--- config.mk ---
export PLATFORM = sky130hd
export DESIGN_NAME = mem_port_arbiter
export DESIGN_NICKNAME = d
export VERILOG_FILES = /design/src/rtl/mem_port_arbiter.sv
export SDC_FILE = /design/constraint.sdc
export NUM_CORES = 1
export LEC_CHECK = 0
export ABC_AREA = 0
export CORE_MARGIN = 2
export CORE_UTILIZATION = 47
export DETAILED_ROUTE_END_ITERATION = 10
export PLACE_DENSITY = 0.95
export RECOVER_POWER = 50
export REMOVE_ABC_BUFFERS = 1
export SLEW_MARGIN = 0
export SYNTH_ARGS = -nofsm -noshare
export SYNTH_HDL_FRONTEND = slang
export SYNTH_SLANG_ARGS = --single-unit
export TNS_END_PERCENT = 20
--- constraint.sdc ---
create_clock -name clk -period 3.8 [get_ports clk]
set_input_delay 0.38 -clock clk [delete_from_list [all_inputs] [get_ports clk]]
set_output_delay 0.38 -clock clk [all_outputs]
set_load 0.02 [all_outputs]
--- src/rtl/mem_port_arbiter.sv ---
// Arbiter sharing the RV32I core's single memory port between fetch and load/store.
// Optional misaligned-access trap is compiled in when MISALIGN_TRAP_EN is defined.
module mem_port_arbiter #(
    parameter int XLEN            = 32,
    parameter int MAX_DATA_STREAK = 4
) (
    input  logic            clk,
    input  logic            rst,
    input  logic            if_req,
    input  logic [XLEN-1:0] if_addr,
    output logic [XLEN-1:0] if_rdata,
    output logic            if_valid,
    input  logic            d_req,
    input  logic            d_we,
    input  logic [2:0]      d_funct3,
    input  logic [XLEN-1:0] d_addr,
    input  logic [XLEN-1:0] d_wdata,
    output logic [XLEN-1:0] d_rdata,
    output logic            d_valid,
    output logic            d_err,
    output logic            stall_if,
    output logic            stall_mem,
    output logic            mem_req,
    output logic            mem_we,
    output logic [3:0]      mem_be,
    output logic [XLEN-1:0] mem_addr,
    output logic [XLEN-1:0] mem_wdata,
    input  logic [XLEN-1:0] mem_rdata,
    input  logic            mem_ready
);

    localparam int STREAK_W = (MAX_DATA_STREAK > 0) ? $clog2(MAX_DATA_STREAK + 1) : 1;
    localparam logic [STREAK_W-1:0] STREAK_MAX = STREAK_W'(MAX_DATA_STREAK);
    localparam logic [STREAK_W-1:0] STREAK_ONE = STREAK_W'(1);

    localparam logic [2:0] F3_B  = 3'b000;
    localparam logic [2:0] F3_H  = 3'b001;
    localparam logic [2:0] F3_W  = 3'b010;
    localparam logic [2:0] F3_BU = 3'b100;
    localparam logic [2:0] F3_HU = 3'b101;

    typedef enum logic [1:0] {
        IDLE    = 2'd0,
        BUSY_IF = 2'd1,
        BUSY_D  = 2'd2
    } state_t;

    function automatic logic [3:0] store_be(input logic [2:0] f3, input logic [1:0] off);
        case (f3)
            F3_B:    store_be = 4'b0001 << off;
            F3_H:    store_be = off[1] ? 4'b1100 : 4'b0011;
            default: store_be = 4'b1111;
        endcase
    endfunction

    function automatic logic [XLEN-1:0] store_lanes(input logic [2:0] f3, input logic [XLEN-1:0] wd);
        case (f3)
            F3_B:    store_lanes = {(XLEN/8){wd[7:0]}};
            F3_H:    store_lanes = {(XLEN/16){wd[15:0]}};
            default: store_lanes = wd;
        endcase
    endfunction

    // Shift the addressed lane down to bit 0, then extend; unknown funct3 behaves as LW.
    function automatic logic [XLEN-1:0] load_format(input logic [2:0] f3, input logic [1:0] off,
                                                    input logic [XLEN-1:0] rd);
        logic [XLEN-1:0] sh;
        case (f3)
            F3_B, F3_BU: sh = rd >> {off, 3'b000};
            F3_H, F3_HU: sh = rd >> {off[1], 4'b0000};
            default:     sh = rd;
        endcase
        case (f3)
            F3_B:    load_format = {{(XLEN-8){sh[7]}}, sh[7:0]};
            F3_BU:   load_format = {{(XLEN-8){1'b0}}, sh[7:0]};
            F3_H:    load_format = {{(XLEN-16){sh[15]}}, sh[15:0]};
            F3_HU:   load_format = {{(XLEN-16){1'b0}}, sh[15:0]};
            default: load_format = sh;
        endcase
    endfunction

`ifdef MISALIGN_TRAP_EN
    function automatic logic is_misaligned(input logic [2:0] f3, input logic [1:0] off);
        case (f3)
            F3_H, F3_HU: is_misaligned = off[0];
            F3_W:        is_misaligned = (off != 2'b00);
            default:     is_misaligned = 1'b0;
        endcase
    endfunction
`endif

    state_t            state_r, state_s;
    logic [STREAK_W-1:0] streak_r, streak_s;
    logic [2:0]        d_f3_r, d_f3_s;
    logic [1:0]        d_off_r, d_off_s;
    logic              mem_req_r, mem_req_s;
    logic              mem_we_r, mem_we_s;
    logic [3:0]        mem_be_r, mem_be_s;
    logic [XLEN-1:0]   mem_addr_r, mem_addr_s;
    logic [XLEN-1:0]   mem_wdata_r, mem_wdata_s;
    logic [XLEN-1:0]   if_rdata_r, if_rdata_s;
    logic              if_valid_r, if_valid_s;
    logic [XLEN-1:0]   d_rdata_r, d_rdata_s;
    logic              d_valid_r, d_valid_s;
    logic              d_err_r, d_err_s;
    logic              grant_d_s, grant_if_s;
    logic              trap_s;
    logic              unused_addr_bits_s;

`ifdef MISALIGN_TRAP_EN
    assign trap_s = is_misaligned(d_funct3, d_addr[1:0]);
`else
    assign trap_s = 1'b0;
`endif

    // Fetch is always word aligned; the low address bits carry no information.
    assign unused_addr_bits_s = &{1'b0, if_addr[1:0]};

    // Next-state, arbitration and registered-output next values.
    always_comb begin
        state_s     = state_r;
        streak_s    = streak_r;
        d_f3_s      = d_f3_r;
        d_off_s     = d_off_r;
        mem_req_s   = mem_req_r;
        mem_we_s    = mem_we_r;
        mem_be_s    = mem_be_r;
        mem_addr_s  = mem_addr_r;
        mem_wdata_s = mem_wdata_r;
        if_rdata_s  = if_rdata_r;
        if_valid_s  = 1'b0;
        d_rdata_s   = d_rdata_r;
        d_valid_s   = 1'b0;
        d_err_s     = 1'b0;
        grant_d_s   = 1'b0;
        grant_if_s  = 1'b0;

        case (state_r)
            IDLE: begin
                if (d_req && if_req) begin
                    if ((MAX_DATA_STREAK == 0) || (streak_r < STREAK_MAX)) begin
                        grant_d_s = 1'b1;
                        streak_s  = (streak_r < STREAK_MAX) ? streak_r + STREAK_ONE : streak_r;
                    end else begin
                        grant_if_s = 1'b1;
                        streak_s   = '0;
                    end
                end else if (d_req) begin
                    grant_d_s = 1'b1;
                    streak_s  = '0;
                end else if (if_req) begin
                    grant_if_s = 1'b1;
                    streak_s   = '0;
                end else begin
                    streak_s = streak_r;
                end

                if (grant_d_s && trap_s) begin
                    // Trapped access never reaches memory; it completes at this edge.
                    d_valid_s = 1'b1;
                    d_err_s   = 1'b1;
                    d_rdata_s = '0;
                end else if (grant_d_s) begin
                    state_s     = BUSY_D;
                    d_f3_s      = d_funct3;
                    d_off_s     = d_addr[1:0];
                    mem_req_s   = 1'b1;
                    mem_we_s    = d_we;
                    mem_be_s    = d_we ? store_be(d_funct3, d_addr[1:0]) : 4'b1111;
                    mem_addr_s  = {d_addr[XLEN-1:2], 2'b00};
                    mem_wdata_s = d_we ? store_lanes(d_funct3, d_wdata) : '0;
                end else if (grant_if_s) begin
                    state_s     = BUSY_IF;
                    mem_req_s   = 1'b1;
                    mem_we_s    = 1'b0;
                    mem_be_s    = 4'b1111;
                    mem_addr_s  = {if_addr[XLEN-1:2], 2'b00};
                    mem_wdata_s = '0;
                end else begin
                    state_s = IDLE;
                end
            end
            BUSY_IF: begin
                if (mem_ready) begin
                    if_rdata_s = mem_rdata;
                    if_valid_s = 1'b1;
                    mem_req_s  = 1'b0;
                    state_s    = IDLE;
                end else begin
                    state_s = BUSY_IF;
                end
            end
            BUSY_D: begin
                if (mem_ready) begin
                    d_rdata_s = mem_we_r ? '0 : load_format(d_f3_r, d_off_r, mem_rdata);
                    d_valid_s = 1'b1;
                    mem_req_s = 1'b0;
                    state_s   = IDLE;
                end else begin
                    state_s = BUSY_D;
                end
            end
            default: begin
                state_s   = IDLE;
                mem_req_s = 1'b0;
            end
        endcase
    end

    // State and output registers with synchronous active-low reset.
    always_ff @(posedge clk) begin
        if (!rst) begin
            state_r     <= IDLE;
            streak_r    <= '0;
            d_f3_r      <= 3'b000;
            d_off_r     <= 2'b00;
            mem_req_r   <= 1'b0;
            mem_we_r    <= 1'b0;
            mem_be_r    <= 4'b0000;
            mem_addr_r  <= '0;
            mem_wdata_r <= '0;
            if_rdata_r  <= '0;
            if_valid_r  <= 1'b0;
            d_rdata_r   <= '0;
            d_valid_r   <= 1'b0;
            d_err_r     <= 1'b0;
        end else begin
            state_r     <= state_s;
            streak_r    <= streak_s;
            d_f3_r      <= d_f3_s;
            d_off_r     <= d_off_s;
            mem_req_r   <= mem_req_s;
            mem_we_r    <= mem_we_s;
            mem_be_r    <= mem_be_s;
            mem_addr_r  <= mem_addr_s;
            mem_wdata_r <= mem_wdata_s;
            if_rdata_r  <= if_rdata_s;
            if_valid_r  <= if_valid_s;
            d_rdata_r   <= d_rdata_s;
            d_valid_r   <= d_valid_s;
            d_err_r     <= d_err_s;
        end
    end

    assign mem_req   = mem_req_r;
    assign mem_we    = mem_we_r;
    assign mem_be    = mem_be_r;
    assign mem_addr  = mem_addr_r;
    assign mem_wdata = mem_wdata_r;
    assign if_rdata  = if_rdata_r;
    assign if_valid  = if_valid_r;
    assign d_rdata   = d_rdata_r;
    assign d_valid   = d_valid_r;
    assign d_err     = d_err_r;
    assign stall_if  = if_req & ~if_valid_r;
    assign stall_mem = d_req & ~d_valid_r;

endmodule

==> results by group <==
Outcome
  • Failing checks: capacitance limit, slew limit
  • Status: finished with violations

Worst setup path
  • Critical Path Source Type: primary input
  • Worst path slowest cell: clkbuf_2
  • Worst Path Required: around 4.1 ns
  • CP Cell Sequence: clkbuf_1 -> clkbuf_2 -> nand4b_1 -> buf_4 -> a21oi_1 -> o311ai_0 -> o211ai_1
  • Worst setup EP type: flop
  • CP Class: primary input to flop
  • Sum of buffers and inverters on the critical path: 3
  • Max stage delay on crit path: about 1.3 ns
  • WP data arrival: around 3 ns
  • Worst-path maximum fanout: between 100 and 150
  • Critical path's top delay family: buffers and inverters

Timing
  • RSZ-0062 raised after global routing: no
  • Max transition margin: -0.3107
  • Final setup vio count: 0
  • Setup tns final: 0 ns
  • Endpoints failing hold: 0
  • Max Clock Skew: around 0.0074 ns
  • Worst Tran Pin Value: 1.966 ns
  • WHS: about 0.31 ns
  • Post-layout min period: 2.670 ns
  • Fmax: ~370 MHz
  • Period utilization: 0.7027
  • Slew Viols, Final: about 110
  • Worst setup margin: approximately 1.1 ns

Min path
  • Worst hold path type: primary input to flop

Yosys
  • Number of synthesized register bits: between 100 and 150
  • Cells after Synth: roughly 830
  • Post-synth EDFFs: 0
  • Syn Area/Cell: 8.304 sq um
  • Ys async rst share: 0
  • Mapped cell area: between 6000 and 7000 sq um
  • Dominant synthesized flop cell: dfxtp_1
  • Synth Warn #: 0
  • Sequential fraction of the synthesis area: 0.4178
  • Cell variety after synth: 54

Power
  • Worst VDD drop: between 0.0002 and 0.0003 V
  • PwrDens: 410.9 nW/um^2
  • Leakage: 0.004312 uW

Floorplanning
  • Initial Utilization: 0.4784
  • Core Area: 14420 sq um
  • Die Y: ~130 um
  • I/O pin count: between 200 and 300
  • Die area: between 15000 and 20000 sq um
  • Die Wd: roughly 130 um
  • Row count: 44

Drt
  • Per-cell routed wire length: approximately 18 um
  • # DRC: 0
  • ANT nets after route: 0
  • Pre-Repair DR Iteration Count: 8
  • Post-Route WL: ~23000 um
  • Drt initial violations: between 900 and 1000
  • Via/cell ratio: between 5 and 6
  • Vias post-DR: about 7400

Global route
  • Vias in the first global route: slightly above 7000
  • First-pass GRT wire length: roughly 37000 um
  • Largest net degree at the start of global routing: 113
  • Total GRT Usage: 0.2839
  • Initial antenna violation count: 0
  • Total gr overflow: 0

Placed design
  • DP HPWL: approximately 15000 um
  • Pre-CTS WS: 1.217 ns
  • I/O Buffers: 270
  • DP Area: approximately 9600 sq um
  • RePlAce Congestion: approximately 0.84

Final layout
  • Commonest non-fill, non-tap cells in the layout: 166 x nand2_1, 144 x dfxtp_1, 136 x clkdlybuf4s50_1, 133 x dlygate4sd3_1, 63 x o21ai_0
  • Most common cell after layout, fill and taps aside: nand2_1
  • Filler Cells Inserted: roughly 1100
  • Layout Nets: 1198
  • Layout cells sized above 1: 0.06080
  • Design Area, Final: approximately 10000 sq um
  • Layout Area Growth over Synthesis: 47.87%
  • Inserted Diodes: 0

Flow run
  • Maxcap violations: 1

Clock network
  • Clk_lat worst skew: around 0.42 ns
  • Post-CTS Setup Inserts: 0
  • Hold Buf Count CTS: 0
  • Cts repair resizes: 0
  • Clock sinks: ~140
  • H-tree levels: 4
  • CTS tree: yes
  • TritonCTS Buffers: 17
  • Clock Tree Root: clkbuf_16
  • CTS clock-pin slew for the worst setup and hold paths: ~0.06 ns
  • Bufs on Longest Clock Path: 2
## area by class of cell
cell class / count / area [sq um] / share of cell area
multi-input combinational: 579 / 3565 / 0.3494
sequential: 144 / 2883 / 0.2825
timing repair buffer: 284 / 2811 / 0.2755
clock buffer: 23 / 498.0 / 0.04880
tap: 184 / 230.2 / 0.02256
inverter: 30 / 112.6 / 0.01104
clock inverter: 9 / 103.9 / 0.01018
## cells in the mapped netlist, types with 3 or more instances
library cell,count,area (sq um)
a211oi_1,19,142.6
a21boi_0,53,397.9
a21oi_1,35,175.2
a22oi_1,18,135.1
a311oi_1,8,70.07
a31oi_1,4,25.02
a32oi_1,17,148.9
and4_1,8,70.07
buf_2,25,125.1
buf_4,3,22.52
clkbuf_1,49,183.9
dfxtp_1,144,2883
ha_1,5,62.56
inv_1,29,108.9
mux2_2,8,90.09
mux2i_1,4,40.04
nand2_1,166,623.1
nand2b_1,4,25.02
nand3_1,35,175.2
nand3b_1,5,37.54
nor2_1,4,15.01
nor2b_1,24,150.1
nor3_1,7,35.03
nor4_1,5,31.28
o211a_1,30,300.3
o211ai_1,13,97.59
o21ai_0,63,315.3
o221ai_1,8,70.07
o311ai_0,8,70.07
## path summary, 6_finish.rpt
path	start	end	slack (ns)	depth (start not counted)
max reg2reg	d_f3_r[1]	d_rdata[26]	1.18	5
max	rst	d_rdata[12]	1.13	7
min	rst	d_valid	0.31	2
min reg2reg	d_rdata[6]	d_rdata[6]	0.46	2
## logic make-up (layout without fill, tap and decap cells)
logic type / Yosys count / count (layout) / synth area share
flops: 144 / 144 / 0.4178
mux: 12 / 12 / 0.01886
fa+ha+maj: 5 / 5 / 0.009066
compound gates: 289 / 289 / 0.3026
simple gates: 270 / 270 / 0.1828
buf+inv: 110 / 346 / 0.06836
other cells: 1 / 3 / 0.0005434
## registers in the layout (all words and copies together) (netlist names), 3 cells and up
signal and cells:
d_rdata 32, if_rdata 32, mem_wdata 32, mem_addr 30
mem_be 4, d_f3_r 3, streak_r 3
## power by group
part	leakage, uW	switching [uW]	internal (uW)	total [uW]
Sequential	0.00118	55.2	1600	1650
Clock	0.000295	652	1050	1700
Combinational	0.00284	462	372	835
Total	0.00431	1170	3020	4190
## metrics by stage
| stage | util | total power (uW) | instances |
|---|---|---|---|
| 6_report | 0.7074 | 4193 | 1253 |
| 2_1_floorplan | - | 2068 | 753 |
| 3_3_place_gp | 0.6659 | 2516 | 1221 |
| 5_1_grt | 0.7074 | 4338 | 1253 |
| 4_1_cts | 0.7077 | 4226 | 1253 |
| 3_5_place_dp | 0.6659 | 2537 | 1221 |
## per-layer routing
| layer | global-route usage | wire (um) |
|---|---|---|
| met5 | 0 | 0 |
| met4 | 0.1150 | 790 |
| met3 | 0.08943 | 2114 |
| met2 | 0.4751 | 11030 |
| met1 | 0.3391 | 8885 |
Note: power is estimated with default switching activity, not from simulation.
==> patch 1, RTL diff (same settings) <==
Build with the macro `MISALIGN_TRAP_EN` defined.
--- a/src/rtl/mem_port_arbiter.sv
+++ b/src/rtl/mem_port_arbiter.sv
@@ -1,4 +1,6 @@
 // Arbiter sharing the RV32I core's single memory port between fetch and load/store.
 // Optional misaligned-access trap is compiled in when MISALIGN_TRAP_EN is defined.
+`define MISALIGN_TRAP_EN
+
 module mem_port_arbiter #(
     parameter int XLEN            = 32,
Check against the original RTL: not equivalent (a bounded check fails within 4 cycles, from zero or initial values and one cycle with rst low).
==> patch 1 against the original RTL <==
The flow still finishes with violations (max-capacitance violations, max-slew violations). Area after synthesis down 7.3%. Cell count down 5.3%. Cell area down 4.1%. Via count down 11%. Critical path depth down 2. Utilization up 2.8 points. Setup slack worse by 0.063 ns. Total power down 0.32%. Sequential cell count up 1. Die area down 7.0%. Fmax down 2.3%. First-iteration DRC count down 58%. Wire length down 9.7%. Critical endpoint is now d_rdata[31]. Largest cell class unchanged.
==> patch 1: results (changes against the original RTL) <==
.. list-table::
   :header-rows: 1

   * - Metric
     - Value
   * - Fillers
     - 948 (-9.9%)
   * - Fraction of layout instances using a drive strength above 1
     - 6.133% (+0.052 points)
   * - Max transition margin
     - -6.625% (+24 points)
   * - Combined global-route utilization of all metal layers
     - 28.21% (-0.18 points)
   * - Global-route wire length before repair
     - 32.31 mm (-12%)
   * - Placement-stage cell area
     - 9174 um^2 (-4.5%)
   * - Distinct cell type count after synthesis
     - 49 (-9.3%)
   * - Post-detailed-route via-to-cell ratio
     - 5.554 (-5.8%)
   * - Critical Path AT
     - 3.04 ns (+0.03 ns)
   * - Max Clock Skew
     - 0.006001 ns (-0.001412 ns)
   * - Switching share of power
     - 27.91% (about the same)
   * - Cells taking the most area after synthesis
     - dfxtp_1 45%, nand2_1 10%, a21oi_1 4.1%, a311oi_1 4.1%, mux2i_1 3.9%
   * - Area share of buffers outside the clock network
     - 28.55% (+1.0 points)
   * - # clock sinks
     - 145 (+0.69%)
   * - Status
     - finished with violations
   * - Internal portion of total power
     - 0.003013 W (-0.33%)
   * - Violated checks
     - max-capacitance violations, max-slew violations
   * - Portion of the post-synthesis area used by sequential elements
     - 45.37% (+3.6 points)
   * - Number of buffers outside the clock class in the layout
     - 282 (-0.70%)
   * - Length of the first detailed-routing pass in iterations
     - 5 (-3)
   * - Post-Synthesis Cells
     - 758 (-8.8%)
   * - Total wire length
     - 20.62 mm (-9.7%)
   * - Final core area utilization
     - 73.57% (+2.8 points)
   * - Relative contribution of sequential cells to total power
     - 39.6% (about the same)
   * - Max capacitance violation total
     - 1 (unchanged)
   * - Largest fanout on the critical path
     - 23 (-79%)
   * - Layout Nets
     - 1,140 (-4.8%)
   * - Total instance count after detailed placement
     - 1,155 (-5.4%)
   * - Largest stage delay on the critical path
     - 0.90 ns (-0.42 ns)
   * - Largest net degree at the start of global routing
     - 76 (-33%)
   * - Number of global-route vias before repair
     - 6,315 (-13%)
   * - Max-slew violation total from the final report
     - 76 (-33%)
patch 1: cell families (layout without fill, tap and decap cells):
family / count (synthesis) / count (layout) / share of synthesized area (%)
compound gates: 215 / 215 / 24.07
fa+ha+maj: 5 / 5 / 0.9777
buf+inv: 70 / 322 / 4.654
flops: 145 / 145 / 45.37
mux: 26 / 26 / 4.126
other cells: 1 / 2 / 0.05861
simple gates: 296 / 296 / 20.75
patch 1: path summary, 6_finish.rpt:
check,start,end,slack [ns],cells after the start
worst max-delay path,d_f3_r[0],d_rdata[31],1.07,5
worst max register to register,d_f3_r[0],d_rdata[31],1.07,5
worst min register to register,d_rdata[1],d_rdata[1],0.44,2
worst min-delay path,d_rdata[1],d_rdata[1],0.44,2
patch 1: per-layer routing:
metal | up-vias | wire (um) | global-route usage (%)
li1 | 3162 | - | -
met1 | 3102 | 7944 | 31.10
met2 | 273 | 10360 | 49.12
met3 | 54 | 1623 | 9.670
met4 | 2 | 670 | 12.21
met5 | - | 13 | 0
==> patch 2, RTL diff (same flow settings) <==
Without the edit above. Reset style: asynchronous (`rst`), changed in one clocked block. Comments in the files are not updated.
--- a/src/rtl/mem_port_arbiter.sv
+++ b/src/rtl/mem_port_arbiter.sv
@@ -209,5 +209,5 @@
 
     // State and output registers with synchronous active-low reset.
-    always_ff @(posedge clk) begin
+    always_ff @(posedge clk or negedge rst) begin
         if (!rst) begin
             state_r     <= IDLE;
Check against the original RTL: differs if rst is asserted again (counterexample within 4 cycles, from zero or initial values and one cycle with rst low); with rst held inactive, the same outputs for 4 cycles.
==> patch 2 against the original RTL <==
The flow still finishes with violations (max-capacitance violations, max-slew violations). Critical path type is now flip-flop to flip-flop. Area after synthesis shrank 4.2%. Critical endpoint is now if_rdata[26]. Cell area shrank 2.1%. Wire length shrank 15%. Sequential cell count is the same. Non-clock buffer count shrank 6. Setup slack lost 0.15 ns.
Power is not compared: it rests on default switching activity, and its combinational part moved more than twofold at a synthesized area within 25%.
==> patch 2: results (changes against the original RTL) <==
.. list-table::
   :header-rows: 1

   * - Metric
     - Value
   * - Critical Path AT
     - 3.11 ns (+0.10 ns)
   * - Largest net degree at the start of global routing
     - 99 (-12%)
   * - Max capacitance violation total
     - 3 (+2)
   * - Largest stage delay on the critical path
     - 1.51 ns (+0.19 ns)
   * - Fillers
     - 957 (-9.0%)
   * - Hold wc startpoint
     - mem_wdata[8]
   * - CTS Root Cell
     - clkbuf_16
   * - Global-route wire length before repair
     - 29.91 mm (-18%)
   * - Portion of the post-synthesis area used by sequential elements
     - 54.54% (+13 points)
   * - Fraction of registers with async set/reset
     - 100.0% (+100 points)
   * - Combined global-route utilization of all metal layers
     - 26.35% (-2.0 points)
   * - Routed length on met1
     - 7.174 mm (-19%)
   * - End of the worst hold path
     - mem_wdata[8]
   * - Hold slack
     - 0.4608 ns (+0.1487 ns)
   * - Violated checks
     - max-capacitance violations, max-slew violations
   * - Cells taking the most area after synthesis
     - dfrtp_1 55%, mux2i_1 8.2%, nand2_1 7.9%, o21ai_0 6.2%, mux2_2 4.9%
   * - Number of global-route vias before repair
     - 5,823 (-20%)
   * - Length of the first detailed-routing pass in iterations
     - 6 (-2)
   * - Origin of the critical flop-to-flop path
     - state_r[1]
   * - Global placement routability congestion
     - 0.7812 (-7.5%)
   * - Max transition margin
     - -63.99% (-33 points)
   * - Type of the setup path with the least slack
     - flip-flop to flip-flop
   * - End of the worst register-to-register path
     - if_rdata[26]
   * - Wire per inst
     - 17.49 um (-4.0%)
   * - Max-slew violation total from the final report
     - 181 (+60%)
   * - Layout Nets
     - 1,053 (-12%)
   * - Max Clock Skew
     - 0.009862 ns (+0.002448 ns)
   * - DRC violation total after the first TritonRoute iteration
     - 487 (-50%)
   * - Fmax achieved
     - 355.2 MHz (-5.2%)
   * - Largest fanout on the critical path
     - 40 (-64%)
   * - Fraction of layout instances using a drive strength above 1
     - 9.524% (+3.4 points)
   * - Worst Setup Slack post-DPL
     - 1.202 ns (-0.01499 ns)
   * - Worst-case register-to-register setup slack
     - 0.98 ns (-0.20 ns)
   * - Hold Path Class
     - flip-flop to flip-flop
   * - Sum of met3 wire segment lengths after detailed routing
     - 1.775 mm (-16%)
   * - Status
     - finished with violations
   * - Placed wire-length estimate
     - 13.92 mm (-9.3%)
   * - Post-detailed-route via-to-cell ratio
     - 5.384 (-8.7%)
==> patch 2: layer usage <==
metal | vias up | track usage, %
met5 | - | 0
met4 | 0 | 11.21
met3 | 41 | 7.900
met2 | 321 | 45.90
met1 | 2820 | 30.02
li1 | 2762 | -
==> patch 2: worst register-to-register path: stages (launching register included) <==
cell      delay, ns
dfrtp_1        0.37
inv_1          0.08
ha_1           0.19
nand2_1        0.06
clkbuf_1       1.51
mux2_2         0.48
==> patch 2: where the power goes <==
group	leakage [nW]	total (W)	switching [W]	internal, W
clock network	0.270	0.00153	0.000639	0.000889
registers	1.81	0.00263	0.000434	0.00219
logic	2.40	0.00385	0.00212	0.00173
total	4.47	0.00800	0.00319	0.00481
==> patch 2: kinds of logic after synthesis <==
| group | count (synthesis) | share of synthesized area [%] |
|---|---|---|
| simple gates | 196 | 12.14 |
| other cells | 1 | 0.05675 |
| buf+inv | 60 | 3.995 |
| mux | 83 | 13.12 |
| fa+ha+maj | 5 | 0.9468 |
| flops | 144 | 54.54 |
| compound gates | 164 | 15.21 |
==> patch 2: metrics by stage <==
| step | power, W | TNS (ns) | std cells | cell area, um^2 |
|---|---|---|---|---|
| 3_5_place_dp | 0.006533 | 0 | 1072 | 9455 |
| 4_1_cts | 0.008105 | 0 | 1104 | 10000 |
| 6_report | 0.008003 | 0 | 1104 | 9991 |
| 2_1_floorplan | 0.004583 | -0.1443 | 614 | 6422 |
| 5_1_grt | 0.008465 | 0 | 1104 | 9991 |
| 3_3_place_gp | 0.006391 | 0 | 1072 | 9455 |
==> patch 2: layout make-up <==
cell class,instances,area [um^2],share of cell area (%)
multi-input combinational,451,2766,27.69
tap,180,225.2,2.254
inverter,19,71.32,0.7138
clock inverter,11,78.83,0.7890
timing repair buffer,278,2775,27.78
sequential,144,3603,36.07
clock buffer,21,470.5,4.709
